`config.mk`:
```
export PLATFORM = sky130hd
export DESIGN_NAME = uart_rx
export DESIGN_NICKNAME = d
export VERILOG_FILES = /design/src/rtl/uart_rx_pkg.sv /design/src/rtl/uart_rx_sync2.sv /design/src/rtl/uart_rx.sv
export SDC_FILE = /design/constraint.sdc
export NUM_CORES = 1
export LEC_CHECK = 0
export BUFFER_PORTS_ARGS = -buffer_cell sky130_fd_sc_hd__buf_2
export CORE_AREA = 5 5 72 74
export DETAILED_ROUTE_END_ITERATION = 7
export DIE_AREA = 0 0 77 79
export PLACE_DENSITY_LB_ADDON = 0.12
export SETUP_SLACK_MARGIN = 0.02
export SLEW_MARGIN = 20
export SYNTH_ARGS = -nofsm -noshare
export SYNTH_HDL_FRONTEND = slang
export SYNTH_SLANG_ARGS = --single-unit
```
`constraint.sdc`:
```
create_clock -name clk -period 4.8 [get_ports clk]
set_input_delay 0.48 -clock clk [delete_from_list [all_inputs] [get_ports clk]]
set_output_delay 0.48 -clock clk [all_outputs]
set_load 0.02 [all_outputs]
```
`src/rtl/uart_rx_pkg.sv`:
```
// ----------------------------------------------------------------------------
// uart_rx_pkg
//  Shared definitions for the UART receive path: FSM state encoding and the
//  default frame geometry. The TX side can import the same package so both
//  directions agree on state names and defaults.
//
//  Contents:
//   DefDataWidth  default data bits per frame
//   DefBaudTick   default baud ticks per bit period (oversampling factor)
//   rx_state_e    receiver FSM states
// ----------------------------------------------------------------------------
package uart_rx_pkg;

    localparam int unsigned DefDataWidth = 8;
    localparam int unsigned DefBaudTick  = 16;

    // StParity exists in the encoding for both builds so the state values stay
    // stable; the receiver only ever enters it when parity is compiled in.
    typedef enum logic [2:0] {
        StIdle   = 3'd0,
        StStart  = 3'd1,
        StData   = 3'd2,
        StParity = 3'd3,
        StStop   = 3'd4
    } rx_state_e;

endpackage

```
`src/rtl/uart_rx_sync2.sv`:
```
// ----------------------------------------------------------------------------
// uart_rx_sync2
//  Two-flop synchronizer for a single asynchronous input. Reusable for any
//  slow asynchronous control line; the reset value lets an idle-high line
//  such as a UART rxd come out of reset without a false edge.
//
//  Parameters:
//   RST_VAL  value both flops take on reset
//  Ports:
//   clk  in   destination clock
//   rst  in   synchronous, active-high reset
//   d    in   asynchronous input
//   q    out  synchronized output (2 clk latency)
// ----------------------------------------------------------------------------
module uart_rx_sync2 #(
    parameter bit RST_VAL = 1'b1
) (
    input  logic clk,
    input  logic rst,
    input  logic d,
    output logic q
);

    logic meta_q;
    logic sync_q;

    always_ff @(posedge clk) begin
        if (rst) begin
            meta_q <= RST_VAL;
            sync_q <= RST_VAL;
        end else begin
            meta_q <= d;
            sync_q <= meta_q;
        end
    end

    assign q = sync_q;

endmodule

```
`src/rtl/uart_rx.sv`:
```
// ----------------------------------------------------------------------------
// uart_rx
//  Oversampling UART receiver. Recovers start / D_W data (LSB first) /
//  [parity] / stop frames from rxd and pushes each good byte into the RX FIFO
//  with a 1-cycle write strobe. Framing, overrun and parity errors are
//  reported as 1-cycle pulses; exactly one strobe or flag fires per frame.
//
//  Build option:
//   UART_RX_PARITY_EN  when defined, a parity bit follows the data bits and
//                      parity_err is driven; otherwise parity_err is tied 0.
//
//  Parameters:
//   D_W         data bits per frame
//   B_TICK      baud ticks per bit period (even, >= 4)
//   PARITY_ODD  parity sense with parity enabled: 0 even, 1 odd
//  Ports:
//   clk          in   system clock
//   rst          in   synchronous, active-high reset
//   baud_tick    in   1-cycle strobe, B_TICK per bit period
//   rxd          in   asynchronous serial input, idle high
//   fifo_full    in   RX FIFO full flag
//   rx_data      out  last written byte, valid while rx_wr_en=1
//   rx_wr_en     out  1-cycle FIFO write strobe
//   rx_busy      out  high from start-bit detect until back in idle
//   frame_err    out  1-cycle pulse: stop bit sampled low
//   overrun_err  out  1-cycle pulse: good frame dropped, FIFO full
//   parity_err   out  1-cycle pulse: parity mismatch
// ----------------------------------------------------------------------------
module uart_rx
    import uart_rx_pkg::*;
#(
    parameter int unsigned D_W        = DefDataWidth,
    parameter int unsigned B_TICK     = DefBaudTick,
    parameter bit          PARITY_ODD = 1'b0
) (
    input  logic           clk,
    input  logic           rst,
    input  logic           baud_tick,
    input  logic           rxd,
    input  logic           fifo_full,
    output logic [D_W-1:0] rx_data,
    output logic           rx_wr_en,
    output logic           rx_busy,
    output logic           frame_err,
    output logic           overrun_err,
    output logic           parity_err
);

    localparam int unsigned TW = $clog2(B_TICK);
    localparam int unsigned BW = $clog2(D_W + 1);

    localparam logic [TW-1:0] HalfLast = TW'(B_TICK / 2 - 1);
    localparam logic [TW-1:0] FullLast = TW'(B_TICK - 1);
    localparam logic [BW-1:0] BitLast  = BW'(D_W - 1);

`ifdef UART_RX_PARITY_EN
    localparam rx_state_e AfterData = StParity;
`else
    localparam rx_state_e AfterData = StStop;
`endif

    // ------------------------------------------------------------------
    // Input synchronizer: idle-high reset value avoids a false start bit
    // ------------------------------------------------------------------
    logic rxd_s;

    uart_rx_sync2 #(
        .RST_VAL (1'b1)
    ) u_sync (
        .clk (clk),
        .rst (rst),
        .d   (rxd),
        .q   (rxd_s)
    );

    // ------------------------------------------------------------------
    // State and datapath registers
    // ------------------------------------------------------------------
    rx_state_e      state_q, state_d;
    logic [TW-1:0]  tick_cnt_q, tick_cnt_d;
    logic [BW-1:0]  bit_cnt_q, bit_cnt_d;
    logic [D_W-1:0] shift_q, shift_d;
    logic [D_W-1:0] rx_data_q, rx_data_d;
    logic           wr_q, wr_d;
    logic           frame_q, frame_d;
    logic           overrun_q, overrun_d;
    logic           perr_q, perr_d;
    logic           par_bad;

    // Sample points: half a bit into the start bit, then one full bit apart
    logic mid_hit;
    logic bit_hit;

    assign mid_hit = baud_tick && (tick_cnt_q == HalfLast);
    assign bit_hit = baud_tick && (tick_cnt_q == FullLast);

`ifdef UART_RX_PARITY_EN
    logic par_bit_q, par_bit_d;

    // Received parity must equal XOR of the data bits, inverted for odd sense
    assign par_bad = par_bit_q != ((^shift_q) ^ PARITY_ODD);
`else
    logic unused_parity_odd;

    assign unused_parity_odd = PARITY_ODD;
    assign par_bad           = 1'b0;
`endif

    // ------------------------------------------------------------------
    // FSM process 1: state register
    // ------------------------------------------------------------------
    always_ff @(posedge clk) begin
        if (rst) begin
            state_q <= StIdle;
        end else begin
            state_q <= state_d;
        end
    end

    // ------------------------------------------------------------------
    // FSM process 2: next-state logic
    // ------------------------------------------------------------------
    always_comb begin
        state_d = state_q;
        unique case (state_q)
            // Leaving idle needs no tick, so the start bit is caught promptly
            StIdle: begin
                if (!rxd_s) state_d = StStart;
            end
            // High at the start-bit centre means it was a glitch
            StStart: begin
                if (mid_hit) state_d = rxd_s ? StIdle : StData;
            end
            StData: begin
                if (bit_hit && (bit_cnt_q == BitLast)) state_d = AfterData;
            end
`ifdef UART_RX_PARITY_EN
            StParity: begin
                if (bit_hit) state_d = StStop;
            end
`endif
            StStop: begin
                if (bit_hit) state_d = StIdle;
            end
            default: state_d = StIdle;
        endcase
    end

    // ------------------------------------------------------------------
    // FSM process 3: outputs, counters and frame result
    // ------------------------------------------------------------------
    always_comb begin
        tick_cnt_d = tick_cnt_q;
        bit_cnt_d  = bit_cnt_q;
        shift_d    = shift_q;
        rx_data_d  = rx_data_q;
        wr_d       = 1'b0;
        frame_d    = 1'b0;
        overrun_d  = 1'b0;
        perr_d     = 1'b0;
`ifdef UART_RX_PARITY_EN
        par_bit_d  = par_bit_q;
`endif

        unique case (state_q)
            StIdle: begin
                tick_cnt_d = '0;
                bit_cnt_d  = '0;
            end
            StStart: begin
                if (baud_tick) tick_cnt_d = mid_hit ? '0 : tick_cnt_q + 1'b1;
            end
            StData: begin
                if (bit_hit) begin
                    tick_cnt_d = '0;
                    shift_d    = {rxd_s, shift_q[D_W-1:1]};
                    bit_cnt_d  = bit_cnt_q + 1'b1;
                end else if (baud_tick) begin
                    tick_cnt_d = tick_cnt_q + 1'b1;
                end
            end
`ifdef UART_RX_PARITY_EN
            StParity: begin
                if (bit_hit) begin
                    tick_cnt_d = '0;
                    par_bit_d  = rxd_s;
                end else if (baud_tick) begin
                    tick_cnt_d = tick_cnt_q + 1'b1;
                end
            end
`endif
            StStop: begin
                if (bit_hit) begin
                    tick_cnt_d = '0;
                    // Priority: framing, then parity, then overrun
                    if (!rxd_s) begin
                        frame_d = 1'b1;
                    end else if (par_bad) begin
                        perr_d = 1'b1;
                    end else if (fifo_full) begin
                        overrun_d = 1'b1;
                    end else begin
                        wr_d      = 1'b1;
                        rx_data_d = shift_q;
                    end
                end else if (baud_tick) begin
                    tick_cnt_d = tick_cnt_q + 1'b1;
                end
            end
            default: begin
                tick_cnt_d = '0;
                bit_cnt_d  = '0;
            end
        endcase
    end

    always_ff @(posedge clk) begin
        if (rst) begin
            tick_cnt_q <= '0;
            bit_cnt_q  <= '0;
            shift_q    <= '0;
            rx_data_q  <= '0;
            wr_q       <= 1'b0;
            frame_q    <= 1'b0;
            overrun_q  <= 1'b0;
            perr_q     <= 1'b0;
        end else begin
            tick_cnt_q <= tick_cnt_d;
            bit_cnt_q  <= bit_cnt_d;
            shift_q    <= shift_d;
            rx_data_q  <= rx_data_d;
            wr_q       <= wr_d;
            frame_q    <= frame_d;
            overrun_q  <= overrun_d;
            perr_q     <= perr_d;
        end
    end

`ifdef UART_RX_PARITY_EN
    always_ff @(posedge clk) begin
        if (rst) begin
            par_bit_q <= 1'b0;
        end else begin
            par_bit_q <= par_bit_d;
        end
    end
`endif

    assign rx_data     = rx_data_q;
    assign rx_wr_en    = wr_q;
    assign rx_busy     = (state_q != StIdle);
    assign frame_err   = frame_q;
    assign overrun_err = overrun_q;
`ifdef UART_RX_PARITY_EN
    assign parity_err  = perr_q;
`else
    assign parity_err  = 1'b0;
`endif

endmodule

```
==> metrics.md <==
| Metric | Value |
|---|---|
| Internal power | 0.456 mW |
| Final Cycle Share | 0.467 |
| Average size of a mapped cell | 8.87 um^2 |
| VDD IR max | 0.170 mV |
| Setup ws final | 2.56 ns |
| WP buf/inv | 0 |
| Max clock buf depth | 2 |
| Switching share of power | 0.196 |
| Vias per cell | 4.77 |
| CTS-repair resized insts | 0 |
| Final Critical Period | 2.24 ns |
| Total Wirelength | 2800 um |
| Final non-filler cell area | 1610 um^2 |
| Post-synthesis mux area share | 0.0883 |
| Slew margin rel. | 0.514 |
| Total gr overflow | 0 |
| Drt wl/cell | 12.6 um |
| Compound-gate portion of the synthesized area | 0.106 |
| Clock latency on the worst-skew pair | 0.28 ns |
| N_diodes | 0 |
| Max incr delay on CP | 0.70 ns |
| Comb pwr share | 0.028 |
| Max capacitance violation total | 0 |
| Initial Util | 0.303 |
| Initial antenna violation count | 0 |
| Family with the most delay on the worst path | simple AND/OR/NAND/NOR gates |
| GRT Total Usage | 0.100 |
| Dpl cells | 214 |
| Cell count after synthesis | 155 |
| CP cell instances | or3b_1 > nor4b_4 > mux2i_1 > nor2_1 |
| Synth top cells by count | 32 x dfxtp_1, 20 x nand2_1, 16 x nor2_1 |
| Switching power total | 0.111 mW |
| Post-synthesis xor/xnor area fraction | 0.0191 |
| Initial drt markers | 37 |
| Layout area overhead | 16.8% |
| Post-Syn Nets | 162 |
| YS warnings | 0 |
| Endpoints failing setup | 0 |
| Cell with the most instances after synthesis | dfxtp_1 |
| Post-synth top area share | 0.466 |
| CP Class | flip-flop to flip-flop |
| WHS | 0.379 ns |
| Clk_skew | 0.00606 ns |
| Final hold violation count | 0 |
| Register bit total from synthesis | 32 |
| Synth Area in Simple Gates | 0.258 |
| WP data required | 4.95 ns |
| Setup TNS | 0 ns |
| Startpoint Class | flip-flop |
| NumNets Final | 174 |
| Clock power share | 0.497 |
| Via count | 1058 |
| Synth cell types | 39 |
| Hold Crit Class | primary input to flip-flop |
| Post-Layout Cell Count | 222 |
| Dominant cell type by area after synthesis | dfxtp_1 |
| Cts hold-fix bufs | 0 |
| Die width | 77 um |
| Final core utilization | 0.354 |
| Core Area | 4540 um^2 |
| P per Cell Area | 353 nW/um^2 |
| Post-DP HPWL | 1960 um |
| Die Ht | 79 um |
| Status | finished clean |
| Slew @ Worst Pin | 0.726 ns |
| Reg2Reg Setup Slack | 2.56 ns |
| Routed Antenna Nets | 0 |
| Leak | 0.605 nW |
| GP Congestion | 0.740 |
| Crit path capture type | flip-flop |
| Number of synthesized flops with an enable pin | 0 |
| CTS tree | done |
| First-pass GRT wire length | 4750 um |
| Maximum clock frequency | 446 MHz |
| Layout cells sized above 1 | 0.173 |
| Largest net degree at the start of global routing | 29 |
| Post-place instance area | 1480 um^2 |
| Die area | 6080 um^2 |
| Largest family of logic cells by synthesized area | simple AND/OR/NAND/NOR gates |
| Critical Path AT | 2.40 ns |
| Vias in the first global route | 997 |
| Number of H-tree levels | 2 |
| Setup Buffers After CTS | 0 |
| I/O pin count | 18 |
| Worst-path clk slew | 0.07 ns |
| Async SR Flop Fraction | 0 |
| RSZ-0062 raised after global routing | false |
| Sink Count | 32 |
| Post-Synth Adder-Cell Area | 0.0182 |
| Max-slew violations | 0 |
| CTS Root Cell | clkbuf_8 |
| TritonCTS buffer count | 5 |
| Power, Total | 0.566 mW |
| Synth top area cells | dfxtp_1 47%, mux2i_1 8.0%, nand2_1 5.5% |
| Slowest cell on crit path | nor4b_4 |
| DRC | 0 |
| Top_reg_cell synth | dfxtp_1 |
| Post-synthesis instance area | 1380 um^2 |
| 1st-pass router iterations | 4 |
| Rows | 25 |
| Place WS | 2.56 ns |
| Seq/Total Area, Yosys | 0.466 |
| Worst-path fanout max | 14 |
| Port buffer count | 16 |
| Sequential Power Share | 0.475 |
-- layout by cell type (no fill, tap or decap), types with 3 or more instances in the layout --
cell | synthesis | routed
nor3_1 | 3 | 3
mux2i_1 | 11 | 11
buf_2 | 2 | 16
or3_1 | 3 | 3
dfxtp_1 | 32 | 32
a21oi_1 | 13 | 13
o21ai_0 | 5 | 5
nand2b_1 | 4 | 4
nor2_1 | 16 | 16
clkbuf_8 | 0 | 7
nand2_1 | 20 | 20
nor2b_1 | 3 | 3
-- power groups by stage --
stage	Clock, mW	Combinational [mW]	Sequential, mW
finish	0.282	0.0158	0.269
global route	0.305	0.0180	0.269
CTS	0.293	0.0161	0.269
detailed placement	0	0.0161	0.275
global placement	0	0.0157	0.275
floorplan	0	0.0137	0.273
-- layer usage --
layer / share of wire / global-route usage / vias to the layer above
li1: - / - / 561
met1: 0.45 / 0.118 / 478
met2: 0.49 / 0.160 / 13
met3: 0.039 / 0.0408 / 6
met4: 0.020 / 0.0464 / 0
met5: 0 / 0 / -
-- cell type report --
cell class / instances / area [um^2]
clock inverter: 1 / 30.0
multi-input combinational: 110 / 684
sequential: 32 / 641
tap: 54 / 67.6
fill: 467 / 2930
timing repair buffer: 16 / 80.1
clock buffer: 7 / 96.3
inverter: 2 / 7.51
-- cells by family (layout without fill, tap and decap cells) --
| family | count (synthesis) | in the layout |
|---|---|---|
| AO/OA/AOI/OAI | 25 | 25 |
| XOR/XNOR | 3 | 3 |
| adder cells (fa/ha/maj) | 2 | 2 |
| buffers and inverters | 13 | 26 |
| flip-flops | 32 | 32 |
| multiplexers | 12 | 12 |
| other | 1 | 1 |
| AND/OR/NAND/NOR | 67 | 67 |
-- path summary, 6_finish.rpt --
kind              endpoint          start  depth (start not counted)
min          u_sync.meta_q            rxd                          2
max             rx_data[2]     state_q[2]                          4
min reg2reg       u_sync.q  u_sync.meta_q                          1
max reg2reg     rx_data[2]     state_q[2]                          4
-- registers in the layout, indices dropped and copies added (netlist names) --
name,flops
u_sync.meta_q,1
rx_data,8
u_sync.q,1
state_q,3
rx_wr_en,1
shift_q,8
overrun_err,1
frame_err,1
tick_cnt_q,4
bit_cnt_q,4
Note: power is estimated with default switching activity, not from simulation.
